`config.mk`:
```
export PLATFORM = sky130hd
export DESIGN_NAME = max_search_ctrl
export DESIGN_NICKNAME = d
export VERILOG_FILES = /design/src/rtl/max_search_ctrl.sv
export SDC_FILE = /design/constraint.sdc
export NUM_CORES = 1
export LEC_CHECK = 0
export ABC_CLOCK_PERIOD_IN_PS = 20500
export CAP_MARGIN = 15
export CORE_AREA = 4 4 137 139
export DETAILED_ROUTE_END_ITERATION = 12
export DIE_AREA = 0 0 141 143
export SYNTH_ARGS = -nofsm -noshare
export SYNTH_HDL_FRONTEND = slang
export SYNTH_SLANG_ARGS = --single-unit
```
`constraint.sdc`:
```
create_clock -name clk -period 20.5 [get_ports clk]
set_input_delay 3.075 -clock clk [delete_from_list [all_inputs] [get_ports clk]]
set_output_delay 3.075 -clock clk [all_outputs]
set_load 0.05 [all_outputs]
```
`src/rtl/max_search_ctrl.sv`:
```
// Frame maximum search: elements stream into a 4-lane buffer, each full (or final
// partial) group is reduced in a single COMPARE cycle against the running maximum.
module max_search_ctrl #(
  parameter int DATA_W = 8,
  parameter int LEN_W  = 8
) (
  input  logic              clk,
  input  logic              rst,
  input  logic              start,
  input  logic [LEN_W-1:0]  len,
  input  logic              in_valid,
  input  logic [DATA_W-1:0] in_data,
  output logic              in_ready,
  output logic              out_valid,
  input  logic              out_ready,
  output logic [DATA_W-1:0] out_max,
  output logic [LEN_W-1:0]  out_idx,
  output logic              out_empty,
  output logic              busy,
  output logic [1:0]        dbg_state
);

  // Handshakes: an element moves when in_valid && in_ready (in_ready only in LOAD);
  // a result moves when out_valid && out_ready (out_valid only in DONE).
  typedef enum logic [1:0] {
    S_IDLE    = 2'd0,
    S_LOAD    = 2'd1,
    S_COMPARE = 2'd2,
    S_DONE    = 2'd3
  } state_t;

  localparam logic [LEN_W-1:0] ONE = LEN_W'(1);

  state_t              r_state;
  logic [LEN_W-1:0]    r_len;
  logic [LEN_W-1:0]    r_cnt;
  logic [DATA_W-1:0]   r_lane_data [4];
  logic [LEN_W-1:0]    r_lane_idx  [4];
  logic [3:0]          r_lane_vld;
  logic [DATA_W-1:0]   r_run_max;
  logic [LEN_W-1:0]    r_run_idx;
  logic                r_run_vld;
  logic                r_in_ready;
  logic                r_out_valid;
  logic [DATA_W-1:0]   r_out_max;
  logic [LEN_W-1:0]    r_out_idx;
  logic                r_out_empty;
  logic                r_busy;

  logic                w_xfer;
  logic [1:0]          w_lane;
  logic                w_last;
  logic [DATA_W-1:0]   w_best_max;
  logic [LEN_W-1:0]    w_best_idx;
  logic                w_best_vld;

  assign w_xfer = in_valid && r_in_ready;
  assign w_lane = r_cnt[1:0];
  assign w_last = (r_cnt == (r_len - ONE));

  // Running max holds earlier indices and lanes are in index order, so a strict
  // greater-than keeps the lowest index on ties.
  always_comb begin
    w_best_max = r_run_max;
    w_best_idx = r_run_idx;
    w_best_vld = r_run_vld;
    for (int i = 0; i < 4; i++) begin
      if (r_lane_vld[i] && (!w_best_vld || (r_lane_data[i] > w_best_max))) begin
        w_best_max = r_lane_data[i];
        w_best_idx = r_lane_idx[i];
        w_best_vld = 1'b1;
      end
    end
  end

  always_ff @(posedge clk) begin
    if (rst) begin
      r_state     <= S_IDLE;
      r_len       <= '0;
      r_cnt       <= '0;
      r_lane_vld  <= '0;
      r_run_max   <= '0;
      r_run_idx   <= '0;
      r_run_vld   <= 1'b0;
      r_in_ready  <= 1'b0;
      r_out_valid <= 1'b0;
      r_out_max   <= '0;
      r_out_idx   <= '0;
      r_out_empty <= 1'b0;
      r_busy      <= 1'b0;
      for (int i = 0; i < 4; i++) begin
        r_lane_data[i] <= '0;
        r_lane_idx[i]  <= '0;
      end
    end else begin
      case (r_state)
        S_IDLE: begin
          if (start) begin
            r_busy <= 1'b1;
            if (len != '0) begin
              r_state    <= S_LOAD;
              r_len      <= len;
              r_cnt      <= '0;
              r_run_vld  <= 1'b0;
              r_run_max  <= '0;
              r_run_idx  <= '0;
              r_in_ready <= 1'b1;
            end else begin
              r_state     <= S_DONE;
              r_out_valid <= 1'b1;
              r_out_empty <= 1'b1;
              r_out_max   <= '0;
              r_out_idx   <= '0;
            end
          end
        end
        S_LOAD: begin
          if (w_xfer) begin
            r_lane_data[w_lane] <= in_data;
            r_lane_idx[w_lane]  <= r_cnt;
            r_lane_vld[w_lane]  <= 1'b1;
            r_cnt               <= r_cnt + ONE;
            if ((w_lane == 2'd3) || w_last) begin
              r_state    <= S_COMPARE;
              r_in_ready <= 1'b0;
            end
          end
        end
        S_COMPARE: begin
          r_run_max  <= w_best_max;
          r_run_idx  <= w_best_idx;
          r_run_vld  <= w_best_vld;
          r_lane_vld <= '0;
          if (r_cnt != r_len) begin
            r_state    <= S_LOAD;
            r_in_ready <= 1'b1;
          end else begin
            r_state     <= S_DONE;
            r_out_valid <= 1'b1;
            r_out_max   <= w_best_max;
            r_out_idx   <= w_best_idx;
            r_out_empty <= 1'b0;
          end
        end
        S_DONE: begin
          if (out_ready) begin
            r_state     <= S_IDLE;
            r_out_valid <= 1'b0;
            r_out_max   <= '0;
            r_out_idx   <= '0;
            r_out_empty <= 1'b0;
            r_busy      <= 1'b0;
          end
        end
        default: r_state <= S_IDLE;
      endcase
    end
  end

  assign in_ready  = r_in_ready;
  assign out_valid = r_out_valid;
  assign out_max   = r_out_max;
  assign out_idx   = r_out_idx;
  assign out_empty = r_out_empty;
  assign busy      = r_busy;
  assign dbg_state = r_state;

endmodule

```
# ---- Yosys cells after proc, flatten, opt, wreduce, memory -nomap -nowiden
# Memories as Yosys holds them, arrays and structs flattened.
# Index checks and enable logic that the tools add are counted.
dict set report classes {
  n_lt_le_gt_ge 6
  mux 66
  add_sub_neg 2
  n_eq_ne 14
  n_bitwise 1
  reduce_logical 33
}
# op n
set op_table {}
lappend op_table {{$mux W8} 18}
lappend op_table {{$pmux W8 S2} 3}
lappend op_table {{$pmux W8 S3} 2}
lappend op_table {{$gt A8 B8 Y1} 4}
lappend op_table {{$mux W1} 26}
lappend op_table {{$mux W2} 8}
lappend op_table {{$ne A2 B2 Y1 const B} 8}
lappend op_table {{$reduce_or A8 Y1} 2}
lappend op_table {{$pmux W1 S3} 3}
lappend op_table {{$reduce_and A3 Y1} 3}
lappend op_table {{$add A8 B1 Y8 const B} 1}
lappend op_table {{$eq A8 B8 Y1} 1}
lappend op_table {{$ne A8 B8 Y1} 1}
lappend op_table {{$pmux W2 S4} 1}
lappend op_table {{$pmux W4 S2} 1}
lappend op_table {{$reduce_and A4 Y1} 2}
lappend op_table {{$reduce_bool A2 Y1} 4}
lappend op_table {{$reduce_bool A8 Y1} 1}
lappend op_table {{$sub A8 B1 Y8 const B} 1}
lappend op_table {{$eq A2 B2 Y1 const B} 3}
lappend op_table {{$logic_and A1 B1 Y1} 6}
lappend op_table {{$reduce_and A6 Y1} 1}
lappend op_table {{$reduce_bool A3 Y1} 2}
lappend op_table {{$logic_or A1 B1 Y1} 5}
lappend op_table {{other kinds (11)} 15}
dict set report totals {
  in_bits 21
  output_inout_bits 22
  elab_cells 137
  register_bits 59
  memories 2
  ramBits 64
}
# memory words word_bits rd rd_ports_with_merged_regs write_ports line_no
set memory_table {}
lappend memory_table {r_lane_data 4 8 4 0 4 37} ;# logic [DATA_W-1:0] r_lane_data [4];
lappend memory_table {r_lane_idx 4 8 4 0 4 38} ;# logic [LEN_W-1:0] r_lane_idx [4];

# ---- Logic depth before layout (Yosys ltp)
# Gate-level depths: netlist (run 1).
dict set report logic_depth {
  ltp_word 18
  depth_mapped 38
  depth_no_buf 29
}

# ---- Least setup slack after synthesis (run 1)
# OpenSTA, ideal clock, no wires.
dict set report synth_path {
  kind {reg2reg}
  from {register r_run_max[6]}
  to {register r_out_idx[7] (netlist: out_idx[7])}
  setup_ns 0.128
  arrival_time_ns 6.737
  slack_ns 13.635
  path_stages_with_launch 36
  period_less_slack_ns 6.865
  t_required_ns 20.372
  n_path_buf 9
  path_cell_list {dfxtp_1 -> inv_1 -> ha_1 -> a21oi_1 -> a21boi_1 -> or3b_1 -> buf_2 -> buf_6 -> o211ai_1 -> and2_1 -> ha_1 -> and4_1 -> o41ai_4 -> a21o_1 -> buf_4 -> buf_4 -> nor2_1 -> a21o_1 -> ha_1 -> nand4_1 -> or3_1 -> o311a_1 -> buf_2 -> buf_2 -> buf_2 -> buf_2 -> o21a_1 -> ha_1 -> nor2b_1 -> o21ai_1 -> a21boi_0 -> o31a_1 -> clkbuf_1 -> a21o_1 -> o21ai_1 -> o21ai_1}
}
dict set report synth_via {
  elab_chain_cells 18
  elab_cells_between_ends 27
}
# item line_no
set synth_lines {}
lappend synth_lines {{start, declared} 40} ;# logic [DATA_W-1:0] r_run_max;
lappend synth_lines {{start signal, assigned} 130} ;# r_run_max <= w_best_max;
lappend synth_lines {{$gt A8 B8 Y1} 68} ;# if (r_lane_vld[i] && (!w_best_vld || (r_lane_data[i] > w_best_max))) begin
lappend synth_lines {{$logic_or A1 B1 Y1} 68}
lappend synth_lines {{$logic_and A1 B1 Y1} 68}
lappend synth_lines {{$mux W8 or $mux W1 (tied branches)} 68}
lappend synth_lines {{$gt A8 B8 Y1 or $logic_not A1 Y1 (tied branches)} 68}
lappend synth_lines {{$logic_or A1 B1 Y1} 68}
lappend synth_lines {{$logic_and A1 B1 Y1} 68}
lappend synth_lines {{$mux W8 or $mux W1 (tied branches)} 68}
lappend synth_lines {{[2 not listed]} -}
lappend synth_lines {{$logic_and A1 B1 Y1} 68}
lappend synth_lines {{$mux W8 or $mux W1 (tied branches)} 68}
lappend synth_lines {{$gt A8 B8 Y1 or $logic_not A1 Y1 (tied branches)} 68}
lappend synth_lines {{$logic_or A1 B1 Y1} 68}
lappend synth_lines {{$logic_and A1 B1 Y1} 68}
lappend synth_lines {{$mux W8 *} 68}
lappend synth_lines {{$mux W8 *} 134} ;# if (r_cnt != r_len) begin
lappend synth_lines {{$pmux W8 S3 *} 96} ;# case (r_state)
lappend synth_lines {{end signal, assigned} 141} ;# r_out_idx <= w_best_idx;
lappend synth_lines {{end, declared} 46} ;# logic [LEN_W-1:0] r_out_idx;
# Every way passes the cells marked *; elsewhere a longest branch is shown, timed or not. The select of a mux whose other input is x is not followed.
# A chain may end at the register's enable or synchronous reset.

# ---- Final worst setup path (run 1)
dict set report layout_path {
  from {register r_run_max[6]}
  to {register r_run_max[0]}
}
dict set report layout_via {
  elab_chain_cells 17
  elab_cells_between_ends 23
}
# item line_no
set layout_lines {}
lappend layout_lines {{$gt A8 B8 Y1} 68}
lappend layout_lines {{$logic_or A1 B1 Y1} 68}
lappend layout_lines {{$logic_and A1 B1 Y1} 68}
lappend layout_lines {{$mux W8 or $mux W1 (tied branches)} 68}
lappend layout_lines {{$gt A8 B8 Y1 or $logic_not A1 Y1 (tied branches)} 68}
lappend layout_lines {{$logic_or A1 B1 Y1} 68}
lappend layout_lines {{$logic_and A1 B1 Y1} 68}
lappend layout_lines {{$mux W8 or $mux W1 (tied branches)} 68}
lappend layout_lines {{$gt A8 B8 Y1 or $logic_not A1 Y1 (tied branches)} 68}
lappend layout_lines {{$logic_or A1 B1 Y1} 68}
lappend layout_lines {{$logic_and A1 B1 Y1} 68}
lappend layout_lines {{$mux W8 or $mux W1 (tied branches)} 68}
lappend layout_lines {{$gt A8 B8 Y1 or $logic_not A1 Y1 (tied branches)} 68}
lappend layout_lines {{$logic_or A1 B1 Y1} 68}
lappend layout_lines {{$logic_and A1 B1 Y1} 68}
lappend layout_lines {{$mux W8 *} 68}
lappend layout_lines {{$pmux W8 S2 *} 96}
# Every way passes the cells marked *; elsewhere a longest branch is shown, timed or not.

==> results of run 1 <==
final timing paths:
path                     start            to
setup / recovery  r_run_max[6]  r_run_max[0]
hold / removal      out_idx[1]    out_idx[1]
setup reg to reg  r_run_max[6]  r_run_max[0]
hold reg to reg     out_idx[1]    out_idx[1]
where the power goes:
part	switching, mW	internal, mW
Clock	0.113	0.179
Combinational	0.0350	0.0214
Sequential	0.00868	0.267
Total	0.156	0.467
kinds of logic (layout without fill, tap and decap cells):
family / count (synthesis) / count (layout) / share of synthesized area (%)
muxes: 7 / 7 / 1.02
and+or+nand+nor: 289 / 289 / 22.1
adders and majority gates: 37 / 37 / 6.64
AOI/OAI and AO/OA: 197 / 197 / 19.3
xor gates and xnor gates: 18 / 18 / 2.26
DFF: 123 / 123 / 44.5
other: 1 / 4 / 0.0538
buffers and inverters: 66 / 103 / 4.15
cell usage after synthesis (9+ instances only):
cell type	count	area, um2
a21oi_1	31	155
o21a_1	9	67.6
inv_1	20	75.1
a22oi_1	19	143
nand4_1	18	113
a32oi_1	9	78.8
clkbuf_1	25	93.8
buf_2	12	60.1
o21ai_1	43	215
xnor2_1	10	87.6
nor3_1	28	140
nand2_1	69	259
edfxtp_1	64	1920
ha_1	37	463
a211oi_1	10	75.1
or3_1	12	75.1
a311oi_1	10	87.6
a21o_1	18	135
o211ai_1	20	150
nand2b_1	9	56.3
nor2_1	42	158
and2_1	51	319
and3_1	23	144
dfxtp_1	59	1180
placed cells by master (no fill, tap or decap), types with 4 or more instances in the layout:
master,instances
or3_1,12
a22oi_1,19
o21ai_0,7
ha_1,37
mux2i_1,6
nor2b_1,5
and4_1,4
xor2_1,8
dfxtp_1,59
nor3_1,27
xnor2_1,10
and3_1,23
edfxtp_1,64
nor4_1,4
o21a_1,9
and2_1,51
nand2b_1,9
a21o_1,18
o211ai_1,20
a211oi_1,10
conb_1,4
clkbuf_16,17
buf_4,7
inv_1,20
a311oi_1,10
nand2_1,69
o31a_1,4
a32oi_1,9
o21ai_1,43
clkdlybuf4s50_1,42
nand4_1,18
a21oi_1,31
nor2_1,42
nand3_1,6
stage by stage:
step	hold slack [ns]	instances	setup WS [ns]	util [%]	instance area, um2
detailed placement	0.442	971	11.50	42.6	7520
finish	0.447	1007	11.86	46.0	8120
CTS	0.450	1003	11.48	45.8	8090
global route	0.461	1007	11.17	46.0	8120
floorplan	0.442	741	13.64	-	6980
global placement	0.439	971	11.81	42.6	7520
sequential cells by signal, summed over array words and instances (netlist names):
register and flops:
r_lane_data 32, r_lane_idx 32, out_idx 8, out_max 8, r_cnt 8, r_len 8, r_run_idx 8, r_run_max 8
r_lane_vld 4, dbg_state 2, busy 1, in_ready 1, out_empty 1, out_valid 1, r_run_vld 1
cell type report:
type                       instances  area (um2)  share of cell area (%)
clock buffer                      18         429                    5.29
clock inverter                    14         145                    1.79
inverter                          21        78.8                   0.971
multi-input combinational        552        3600                    44.3
sequential                       123        3100                    38.2
tap                              229         287                    3.53
timing repair buffer              50         478                    5.89
metal layers:
layer  vias up  track usage (%)
li1       2789                -
met1      2735             26.3
met2       197             30.6
met3        32             4.05
met4         0             6.27
met5         -                0
tightest hold or removal path: cells and delay by family, from the launching register on:
kind | cells | cell delay [ns]
AO/OA/AOI/OAI | 1 | 0.05
flip-flops | 1 | 0.31
AND/OR/NAND/NOR | 1 | 0.05
==> results_dict.tcl, run 1 <==
set metrics [dict create \
    drt_iter0_markers 425 \
    grt_pass1_vias 5559 \
    cts_tree "done" \
    min_path_type "reg2reg" \
    cts-root-buf "clkbuf_16" \
    critPathArrivalTime_ns 8.92 \
    cpLargestDelayFamily "compound AO/OA/AOI/OAI gates" \
    overflow 0 \
    critPathSlowestCell "o31a_1" \
    cp_slowest_stage_delay_ns 0.92 \
    r2r_cells 28 \
    cts_sinks 123 \
    outcome "finished clean" \
    worst_slew_pin_slew_ns 1.14 \
    die-area_mm2 0.0202 \
    cp.depth 28 \
    cts.clk_slew.worst_paths_ns 0.06 \
    synth-edff-count 64 \
    num-fill-cells 1711 \
    period_needed_ns 8.64 \
    vias 5753 \
    syn_area_per_cell_um2 9.44 \
    async_flop_share_pct 0 \
    critPathKind "reg2reg" \
    drc_errors 0 \
    holdPathStages 2 \
    postCtsSetupBuffers 0 \
    slew_headroom_pct 24.1 \
    drt_first_pass_iters 5 \
    met2RoutedLength_um 8610 \
    grt_pass1_wl_um 30100 \
    area_growth_pct 16.5 \
    clockBufferDepth 2 \
    worst-endpoint-required_ns 20.78 \
    topRoutingLayerUsed "met4" \
    ios 43 \
    finClkSkew_ns 0.0120 \
    cts_resized 0 \
    cp_common_cell "ha_1" \
    finalHoldViolCount 0 \
    syn_area_mm2 0.00697 \
    antenna_found_initial 0 \
    p_per_area_mw_per_mm2 76.8 \
    die_w_um 141 \
    path_buf_inv 3 \
    critPathLaunchType "flip-flop" \
    worstSetupEndpointType "flip-flop" \
    dp_hpwl_um 13900 \
    grt_max_degree 47 \
    ant_nets 0 \
    clk_latency_ns 0.43 \
    nets 823 \
    yosys_register_bits 123 \
    cts_buffers 17 \
    drive_gt1_share_pct 6.81 \
    setup_tns_ns 0 \
    dieHeight_um 143 \
    ctsHtreeMaxLevel 4 \
    synth.distinct_cells 65 \
    ys_warn_count 0 \
    wl_um 18700 \
    ir_drop_v 0.0000553 \
    place_congestion 1.02 \
    initial_core_util_pct 39.5 \
    finalSetupViolCount 0 \
    fmax_ghz 0.116 \
    slew_violations 0 \
    fp-row-count 49 \
    synth-main-ff-cell "edfxtp_1" \
    period_share_pct 42.2 \
    fin_total_pwr_uw 623 \
    numPortBuffers 42 \
    synthCells 738 \
    grt.total_usage_pct 19.2 \
    ys_seq_area_share_pct 44.5 \
    post_drt_via_cell_ratio 5.71 \
    grt_setup_unrepaired "false" \
    wl_per_cell_um 18.6 \
    cap_violations 0 \
    postCtsHoldBufs 0 \
    diodes 0 \
    wl_met1_um 8730 \
    crit_fanout 46 \
    power_leakage_nw 2.90 \
    dr_wl_met3_um 1020 \
    core_area_mm2 0.0177 \
    ff2ff_setup_slack_ns 11.86 \
]
Note: power is estimated with default switching activity, not from simulation.
==> run 2, diff against run 1 <==
--- a/config.mk
+++ b/config.mk
@@ -5,7 +5,7 @@
 export SDC_FILE = /design/constraint.sdc
 export NUM_CORES = 1
 export LEC_CHECK = 0
-export ABC_CLOCK_PERIOD_IN_PS = 20500
+export ABC_CLOCK_PERIOD_IN_PS = 8500
 export CAP_MARGIN = 15
 export CORE_AREA = 4 4 137 139
 export DETAILED_ROUTE_END_ITERATION = 12
==> constraint.sdc (replaced) <==
create_clock -name clk -period 8.5 [get_ports clk]
set_input_delay 1.275 -clock clk [delete_from_list [all_inputs] [get_ports clk]]
set_output_delay 1.275 -clock clk [all_outputs]
set_load 0.05 [all_outputs]
==> run 2 against run 1 <==
Compared with the run above: non-clock buffer count increased by 5; register-to-register slack got worse by 11 ns; wire length decreased by 1.7%; setup slack got worse by 11 ns; via count barely moved; power is 150% higher; sequential power up 140%; combinational power up 140%; design area up 0.86%; first-iteration DRC count up 10%; critical path depth grew 1; largest cell class unchanged; core utilization is 0.40 points higher.
==> results_dict.tcl, run 2 (synthesis gave the netlist of run 1 again) <==
set metrics [dict create \
    core_area_mm2 0.0177 \
    layout_common_cells "nand2_1 (69), edfxtp_1 (64), dfxtp_1 (59)" \
    grt_setup_unrepaired "false" \
    cts_sinks 123 \
    wl_um 18400 \
    finalHoldViolCount 0 \
    cts-root-buf "clkbuf_16" \
    postCtsSetupBuffers 0 \
    cap_violations 0 \
    p_clk_share_pct 48.3 \
    fin_total_pwr_mw 1.55 \
    postCtsHoldBufs 0 \
    period_needed_ns 7.82 \
    worst-endpoint-required_ns 8.77 \
    grt.total_usage_pct 18.6 \
    die_w_um 141 \
    post_drt_via_cell_ratio 5.68 \
    overflow 0 \
    vias 5748 \
    period_share_pct 92.0 \
    dp_hpwl_um 13700 \
    slew_headroom_pct 37.4 \
    grt_max_degree 33 \
    p_seq_share_pct 42.9 \
    cts_buffers 17 \
    drc_errors 0 \
    die-area_mm2 0.0202 \
    power_switching_share_pct 23.7 \
    initial_core_util_pct 39.5 \
    ctsHtreeMaxLevel 4 \
    clockBufferDepth 2 \
    nets 828 \
    dieHeight_um 143 \
    clk_latency_ns 0.42 \
    critPathArrivalTime_ns 8.09 \
    placed_area_mm2 0.00758 \
    cts_resized 0 \
    crit_fanout 22 \
    drive_gt1_share_pct 7.15 \
    fin_util_pct 46.4 \
    worstSetupEndpointType "flip-flop" \
    finalInstanceArea_mm2 0.00819 \
    final_common_cell "nand2_1" \
    fmax_ghz 0.128 \
    place_congestion 0.899 \
    ios 43 \
    critPathSlowestCell "o311ai_1" \
    critPathKind "reg2reg" \
    ff2ff_setup_slack_ns 0.68 \
    wl_per_cell_um 18.2 \
    grt_pass1_wl_um 29500 \
    top_regs "r_lane_data (32), r_lane_idx (32)" \
    ir_drop_v 0.000138 \
    p_comb_share_pct 8.8 \
    p_per_area_mw_per_mm2 189 \
    slew_violations 0 \
    drt_iter0_markers 468 \
    power_leakage_nw 2.94 \
    cts_tree "done" \
    cp_slowest_stage_delay_ns 0.69 \
    finalSetupViolCount 0 \
    drt_first_pass_iters 7 \
    fp-row-count 49 \
    grt_pass1_vias 5488 \
    antenna_found_initial 0 \
    worst_slew_pin_slew_ns 0.934 \
    area.sequential_mm2 0.00310 \
    num-fill-cells 1653 \
    switchingPower_uw 366 \
    multi_input_area_mm2 0.00360 \
    diodes 0 \
    min_path_type "reg2reg" \
    numPortBuffers 42 \
    finClkSkew_ns 0.0113 \
    setup_tns_ns 0 \
    whs_ns 0.447 \
    cp_common_cell "ha_1" \
    outcome "finished clean" \
    ant_nets 0 \
    critPathLaunchType "flip-flop" \
    internal_power_mw 1.18 \
    cts.clk_slew.worst_paths_ns 0.05 \
    area_growth_pct 17.5 \
]
[run 2: cell count changes in the layout (fill, tap and decap cells not counted), sizes merged]
cell / delta
clkbuf: +1
inv: -3
buf: +4
bufinv: +2
clkinv: +1
[run 2: path summary, 6_finish.rpt]
kind	start	end	cells after the start
setup / recovery	r_run_max[6]	r_run_max[1]	29
setup reg to reg	r_run_max[6]	r_run_max[1]	29
hold reg to reg	out_max[4]	out_max[4]	2
hold / removal	out_max[4]	out_max[4]	2
[run 2: per-stage QoR]
step | setup WS (ns) | instances
after detailed placement | 0.489 | 979
after global placement | 0.773 | 979
after floorplan | 1.64 | 741
after CTS | 0.456 | 1011
after global routing | 0.100 | 1012
final | 0.684 | 1012
[run 2: per-layer routing]
layer / routed length [um] / GRT usage, %
met3: 1180 / 4.79
met5: 0 / 0
met2: 8290 / 29.2
met4: 327 / 6.32
met1: 8570 / 25.2
[run 2: area by class of cell]
class                   instances  share of cell area (%)
flip-flops and latches        123                    37.9
multi-input cells             552                    43.9
repair buffers                 55                    6.29
clock inverters                14                    2.17
inverters                      21                   0.963
clock buffers                  18                    5.24
well taps                     229                    3.50
[run 2: power groups by stage]
stage,combinational [mW],clock (mW),sequential [mW]
3_5_place_dp,0.135,0,0.675
5_1_grt,0.150,0.783,0.665
2_1_floorplan,0.0856,0,0.675
6_report,0.136,0.747,0.663
3_3_place_gp,0.132,0,0.675
4_1_cts,0.136,0.757,0.662
[run 2: critical path, delay by kind of cell, from the launching register on]
| kind | cells | cell delay (ns) |
|---|---|---|
| AO/OA/AOI/OAI | 16 | 4.00 |
| AND/OR/NAND/NOR | 5 | 1.12 |
| adder cells (fa/ha/maj) | 4 | 1.08 |
| buffers and inverters | 3 | 0.66 |
| multiplexers | 1 | 0.42 |
| flip-flops | 1 | 0.36 |
==> run 3, diff against run 2 <==
--- a/config.mk
+++ b/config.mk
@@ -7,9 +7,11 @@
 export LEC_CHECK = 0
 export ABC_CLOCK_PERIOD_IN_PS = 8500
 export CAP_MARGIN = 15
-export CORE_AREA = 4 4 137 139
+export CORE_AREA = 4 4 131 146
 export DETAILED_ROUTE_END_ITERATION = 12
-export DIE_AREA = 0 0 141 143
+export DIE_AREA = 0 0 135 150
+export GPL_TIMING_DRIVEN = 0
+export SETUP_SLACK_MARGIN = 0.02
 export SYNTH_ARGS = -nofsm -noshare
 export SYNTH_HDL_FRONTEND = slang
 export SYNTH_SLANG_ARGS = --single-unit
==> run 3 against run 2 <==
Compared with the run above: core utilization up 1.3 points; critical path type unchanged; critical endpoint is now out_max[4]; sequential power down 0.6%; setup slack worse by 0.22 ns.
==> results_dict.tcl, run 3 (synthesis gave the netlist of run 1 again) <==
set metrics [dict create \
    outcome "finished clean" \
    post_drt_via_cell_ratio 5.51 \
    cts_tree "done" \
    finalSetupViolCount 0 \
    cts_sinks 123 \
    worstReg2RegStart "r_run_max[6]" \
    grt_pass1_wl_um 30400 \
    hold_end "out_idx[2]" \
    fp-row-count 51 \
    ctsHtreeMaxLevel 4 \
    cts_buffers 17 \
    clockBufferDepth 2 \
    antenna_found_initial 0 \
    final_common_cell "nand2_1" \
    grt_max_degree 17 \
    ios 43 \
    vias 5820 \
    dieHeight_um 150 \
    slew_headroom_pct 40.6 \
    cp_slowest_stage_delay_ns 0.42 \
    period_share_pct 94.5 \
    grt.total_usage_pct 19.2 \
    setup_tns_ns 0 \
    postCtsHoldBufs 0 \
    drt_iter0_markers 445 \
    drc_errors 0 \
    cts.clk_slew.worst_paths_ns 0.06 \
    cp_common_cell "buf_2" \
    overflow 0 \
    r2r_cells 36 \
    grt_setup_unrepaired "false" \
    worstSetupEndpointType "flip-flop" \
    fin_ws_ns 0.467 \
    ir_drop_v 0.000129 \
    cap_violations 0 \
    dp_hpwl_um 14900 \
    place_ws_ns 0.00178 \
    period_needed_ns 8.03 \
    place_congestion 0.925 \
    top_regs "r_lane_data (32), r_lane_idx (32)" \
    drive_gt1_share_pct 8.92 \
    r2r_end "out_max[4]" \
    initial_core_util_pct 39.7 \
    ff2ff_setup_slack_ns 0.47 \
    ant_nets 0 \
    critPathLaunchType "flip-flop" \
    worst_slew_pin_slew_ns 0.882 \
    numPortBuffers 42 \
    grt_pass1_vias 5815 \
    critPathArrivalTime_ns 8.33 \
    wl_um 19200 \
    area_growth_pct 19.9 \
    min_path_type "reg2reg" \
    drt_first_pass_iters 5 \
    crit_fanout 10 \
    fmax_ghz 0.124 \
    clk_latency_ns 0.43 \
    cts-root-buf "clkbuf_16" \
    core_area_mm2 0.0175 \
    finClkSkew_ns 0.00874 \
    critPathKind "reg2reg" \
    nets 863 \
    finalHoldViolCount 0 \
    diodes 0 \
    min_from "out_idx[2]" \
    holdPathStages 2 \
    power_leakage_nw 3.03 \
    p_per_area_mw_per_mm2 186 \
    worst-endpoint-required_ns 8.80 \
    num-fill-cells 1660 \
    die-area_mm2 0.0203 \
    critPathSlowestCell "o41ai_4" \
    layout_common_cells "nand2_1 (69), edfxtp_1 (64), dfxtp_1 (59)" \
    die_w_um 135 \
    wl_per_cell_um 18.1 \
    slew_violations 0 \
]
==> run 3: changes by cell type in the layout (fill, tap and decap cells not counted), sizes merged <==
cell and delta:
bufinv -1, clkinv -2, buf +11, inv +4, clkbuf +23
==> run 3: report_power, final <==
part	switching, mW	internal [mW]
sequential	0.0168	0.643
combinational	0.0901	0.0534
clock	0.289	0.466
total	0.396	1.16
==> run 3: final cells by class <==
| class | count | area, um2 | share of cell area (%) |
|---|---|---|---|
| inverter | 21 | 78.8 | 0.943 |
| timing repair buffer | 45 | 440 | 5.27 |
| clock inverter | 15 | 189 | 2.26 |
| multi-input combinational | 552 | 3610 | 43.2 |
| tap | 238 | 298 | 3.56 |
| clock buffer | 17 | 425 | 5.09 |
| sequential | 123 | 3100 | 37.1 |
| buffer | 45 | 216 | 2.59 |
==> run 3: repair_timing <==
action	4_1_cts	5_1_grt
gates resized for setup	1	13
buffers inserted	0	2
setup endpoints to repair	6	32
pin swaps	0	2
==> run 3: per-layer routing <==
metal  vias up  GRT usage [%]  routed length [um]
met5         -              0                   0
met4         0           7.86                 381
met3        32           3.19                 823
met2       165           33.6                9440
met1      2754           23.6                8510
li1       2869              -                   -
==> run 3: worst max-delay path: cells and delay by family (launching register included) <==
kind,cells,cell delay (ns)
AOI/OAI and AO/OA,13,2.79
and+or+nand+nor,9,1.86
buffers and inverters,10,1.71
adders and majority gates,4,1.18
DFF,1,0.37
==> run 3: through the flow <==
stage | instances | power, mW | hold WS, ns | cell area [um2] | utilization, %
6_report | 1056 | 1.56 | 0.445 | 8360 | 47.6
5_1_grt | 1056 | 1.61 | 0.463 | 8360 | 47.6
4_1_cts | 1054 | 1.57 | 0.450 | 8320 | 47.4
3_5_place_dp | 1022 | 0.812 | 0.442 | 7700 | 43.9
3_3_place_gp | 1021 | 0.809 | 0.441 | 7700 | 43.9
2_1_floorplan | 741 | 0.761 | 0.442 | 6980 | -
==> run 3: worst max path at each step <==
| stage | start | to | cells past startpoint |
|---|---|---|---|
| after floorplan | r_run_max[6] | out_idx[7] | 35 |
| after global placement | r_run_max[7] | r_run_max[5] | 30 |
| after detailed placement | r_lane_data[0][7] | r_run_max[5] | 32 |
| after CTS | r_run_max[7] | r_run_max[5] | 33 |
| after global routing | r_run_max[6] | out_max[4] | 37 |
| final | r_run_max[6] | out_max[4] | 36 |
